**src/rtl/seq_div_step.sv**
```systemverilog
// div_step: one restoring shift-subtract step for seq_div.
// in: acc, q_msb, d | out: acc_nxt, q_bit
module div_step #(
  parameter int N = 4
) (
  input  logic [N-1:0] acc,
  input  logic         q_msb,
  input  logic [N-1:0] d,
  output logic [N-1:0] acc_nxt,
  output logic         q_bit
);

  logic [N:0] s;
  logic [N:0] t;

  always_comb begin
    s = {acc, q_msb};
    t = s - {1'b0, d};
    q_bit = ~t[N];
    // Result is below d either way, so it fits in N bits.
    acc_nxt = t[N] ? s[N-1:0] : t[N-1:0];
  end

endmodule

```
**src/rtl/seq_div.sv**
```systemverilog
// seq_div: sequential restoring divider, one quotient bit per clock.
// in: clk, rst_n, load, a, b | out: valid, q, r, dbz
module seq_div #(
  parameter int N = 4
) (
  input  logic         clk,
  input  logic         rst_n,
  input  logic         load,
  input  logic [N-1:0] a,
  input  logic [N-1:0] b,
  output logic         valid,
  output logic [N-1:0] q,
  output logic [N-1:0] r,
  output logic         dbz
);

  localparam int CW = $clog2(N);
  localparam logic [CW-1:0] CNT_LAST = CW'(N - 1);

  logic          running, running_nxt;
  logic [CW-1:0] cnt, cnt_nxt;
  logic [N-1:0]  d, d_nxt;
  logic [N-1:0]  qr, qr_nxt;
  // Partial remainder: its top bit is always zero between steps,
  // so only the low N bits are kept.
  logic [N-1:0]  acc, acc_nxt;
  logic          dbz_q, dbz_nxt;
  logic [N-1:0]  step_acc;
  logic          step_bit;

  div_step #(.N(N)) u_step (
    .acc    (acc),
    .q_msb  (qr[N-1]),
    .d      (d),
    .acc_nxt(step_acc),
    .q_bit  (step_bit)
  );

  always_ff @(posedge clk or negedge rst_n) begin
    if (!rst_n) begin
      running <= 1'b0;
      cnt     <= '0;
      d       <= '0;
      qr      <= '0;
      acc     <= '0;
      dbz_q   <= 1'b0;
    end else begin
      running <= running_nxt;
      cnt     <= cnt_nxt;
      d       <= d_nxt;
      qr      <= qr_nxt;
      acc     <= acc_nxt;
      dbz_q   <= dbz_nxt;
    end
  end

  always_comb begin
    running_nxt = running;
    cnt_nxt     = cnt;
    d_nxt       = d;
    qr_nxt      = qr;
    acc_nxt     = acc;
    dbz_nxt     = dbz_q;
    unique case (1'b1)
      load: begin
        d_nxt       = b;
        qr_nxt      = a;
        acc_nxt     = '0;
        cnt_nxt     = CNT_LAST;
        running_nxt = 1'b1;
        dbz_nxt     = (b == '0);
      end
      (running && !load): begin
        acc_nxt     = step_acc;
        qr_nxt      = {qr[N-2:0], step_bit};
        cnt_nxt     = cnt - 1'b1;
        running_nxt = (cnt != '0);
      end
      default: ;
    endcase
  end

  assign valid = ~running;
  assign q     = qr;
  assign r     = acc;
  assign dbz   = dbz_q;

endmodule
```
**config.mk**
```make
export PLATFORM = sky130hd
export DESIGN_NAME = seq_div
export DESIGN_NICKNAME = d
export VERILOG_FILES = /design/src/rtl/seq_div_step.sv /design/src/rtl/seq_div.sv
export SDC_FILE = /design/constraint.sdc
export NUM_CORES = 1
export LEC_CHECK = 0
export ABC_AREA = 1
export CORE_MARGIN = 2
export CORE_UTILIZATION = 45
export CTS_CLUSTER_DIAMETER = 100
export DETAILED_ROUTE_END_ITERATION = 10
export GPL_TIMING_DRIVEN = 0
export PLACE_DENSITY = 0.8
export SLEW_MARGIN = 20
export SYNTH_ARGS = -nofsm -noshare
export SYNTH_HDL_FRONTEND = slang
export SYNTH_HIERARCHICAL = 1
export SYNTH_SLANG_ARGS = --single-unit
```
**constraint.sdc**
```tcl
create_clock -name clk -period 1.9 [get_ports clk]
set_input_delay 0.38 -clock clk [delete_from_list [all_inputs] [get_ports clk]]
set_output_delay 0.38 -clock clk [all_outputs]
set_load 0.1 [all_outputs]
```
==> results.yml <==
run_status:
  status: "complete, no violations"
synth:
  ys_ff_latch: 16
  syn_area_per_cell_um2: 7.53
  synth_top_area_share: 0.419
  synth_top_area_cell: "dfrtp_1"
  synth_cell_types: 18
  yosys_warnings: 6
  mappedNetlistArea_um2: 956
  synthCells: 127
  ys_top_cells_by_area: "dfrtp_1 (42%), nand2_1 (18%), nand3_1 (11%)"
  syn_nets: 144
  synth_seq_area_share: 0.419
placement:
  place_congestion: 0.835
  post-place-cells: 174
  dpl.hpwl_um: 1460
  place_ws_ns: -0.0560
  port_buffers: 20
timing:
  drv_slew: 0
  worst_clock_skew_ns: 0.00706
  max_freq_mhz: 542
  maxSlewHeadroom: 0.370
  hold_viol: 0
  rsz0062_at_grt: "false"
  fin_setup_tns_ns: 0
  fin_ws_ns: 0.0543
  fin_crit_ns: 1.85
  tightest_slew_ns: 0.949
  setup_violations: 0
  finalCritPeriodShare: 0.971
setup_path:
  path_cells: "dlygate4sd2_1"
  slowest_delay_ns: 0.85
  crit-reg2reg-launch: "q[3]$_DFFE_PN0P_"
  critPathMaxFanout: 2
  slowest_stage: "dlygate4sd2_1"
  cp.arrival_ns: 1.47
  worst-path-buf-inv: 1
  crit_start: "dbz$_DFFE_PN0P_"
  worstSetupPathType: "reg2out"
  required_ns: 1.52
  critPathLaunchType: "flop"
  critPathTopFamily: "buffers and inverters"
  endpoint_kind: "output port"
drt:
  viasPerCell: 4.81
  ant_nets: 0
  met1_length_um: 854
  wire_per_inst_um: 10.3
  routed_wl_um: 1840
  wl_met2_um: 909
  drc: 0
  drtIter0Drc: 17
  dr.pass1.iters: 4
  vias: 857
  routed-wl-met3_um: 78
  topRoutingLayerUsed: "met3"
floorplanning:
  start_util: 0.482
  core_area_um2: 1980
  row_count: 16
  die-height_um: 50.1
  dieArea_um2: 2510
  die_width_um: 50.1
  ios: 21
finish:
  diodes: 0
  layout.nets: 169
  final_core_util: 0.616
  instances_no_fill: 178
  layout-drive-gt1-share: 0.192
  syn_to_final_growth_pct: 27.6
worst_hold_path:
  min_from: "dbz$_DFFE_PN0P_"
  min_path_type: "reg2reg"
clock_tree:
  post_cts_buffers: 0
  htreeDepth: 1
  clkTransAtPathRegs_ns: 0.08
  cts_buffer_depth: 2
  cts_sinks: 16
  clk_root_buffer_cell: "clkbuf_4"
  cts_buffers: 3
  hold_buffers: 0
  clk_latency_ns: 0.28
  cts_tree: "done"
global_routing:
  grt_antenna_before_repair: 0
  grt_use_total: 0.165
  grt_pass1_vias: 797
  grt_max_degree: 17
  overflow: 0
  grt_pass1_wl_um: 3250
power_and_ir_drop:
  cellPowerDensity_nw_per_um2: 1410
  power_mw: 1.72
  leakage_nw: 0.638
  ir_drop_mv: 0.879
flow_run:
  maxCapViolations: 0
[report_power, final]
| part | total (mW) | internal (mW) | switching (mW) |
|---|---|---|---|
| sequential | 0.481 | 0.414 | 0.0668 |
| combinational | 1.06 | 0.301 | 0.757 |
| clock | 0.179 | 0.0813 | 0.0980 |
| total | 1.72 | 0.797 | 0.922 |
[state kept, by name, summed over array words and instances (netlist names)]
name and flops:
r 4, q 4, cnt 2, dbz 1
running 1, d 4
[kinds of logic after synthesis]
| kind of cell | share of synthesized area |
|---|---|
| DFF | 0.419 |
| buffers and inverters | 0.0864 |
| and+or+nand+nor | 0.373 |
| xor gates and xnor gates | 0.00916 |
| AOI/OAI and AO/OA | 0.0262 |
| adders and majority gates | 0.0864 |
[layout make-up]
cell class	instances	area, um^2
clock buffers	4	26.3
inverters	18	67.6
flip-flops and latches	16	408
multi-input cells	90	478
fillers	174	762
well taps	27	33.8
plain buffers	3	15.0
repair buffers	20	191
[worst paths after layout]
kind | to | slack, ns | cells after the start
max | dbz | 0.05 | 1
min | dbz$_DFFE_PN0P_ | 0.48 | 2
max reg2reg | r[0]$_DFFE_PN0P_ | 0.16 | 11
min reg2reg | dbz$_DFFE_PN0P_ | 0.48 | 2
max in group asynchronous | q[3]$_DFFE_PN0P_ | 0.87 | 1
min in group asynchronous | running$_DFFE_PN0P_ | 0.52 | 1
[layout by cell type (no fill, tap or decap), types with 2 or more instances in the layout]
cell type         n
nand2_1          46
dfrtp_1          12
clkbuf_4          3
buf_2             3
clkbuf_2          3
dfrtp_2           3
nand3_1          21
inv_1            16
inv_2             2
clkdlybuf4s15_2   6
nor2_1            4
nand2_2           2
clkdlybuf4s50_1  10
ha_1              4
a21oi_1           4
[metal layers]
metal,vias up,track usage
met5,-,0
met4,0,0.0417
met3,0,0.0182
met2,18,0.283
met1,390,0.221
li1,449,-
[metrics by stage]
step,hold slack (ns),cell area [um^2]
detailed placement,0.471,1200
floorplan,0.0844,968
global placement,0.461,1200
finish,0.482,1220
CTS,0.489,1230
global route,0.525,1220
[synthesized netlist by cell type, drive strengths merged]
library cell / instances
a21oi: 4
xnor2: 1
nand2: 49
nor2: 5
buf: 3
ha: 5
or2: 1
inv: 18
nand3: 23
o21ai: 1
fa: 1
dfrtp: 16
[timing repair]
| item | in CTS | in global routing |
|---|---|---|
| endpoints found under the hold margin | 0 | 0 |
| cloned | 0 | 0 |
| gates resized for setup | 25 | 4 |
| setup endpoints to repair | 10 | 4 |
No activity file was read; power rests on OpenSTA's default activity.
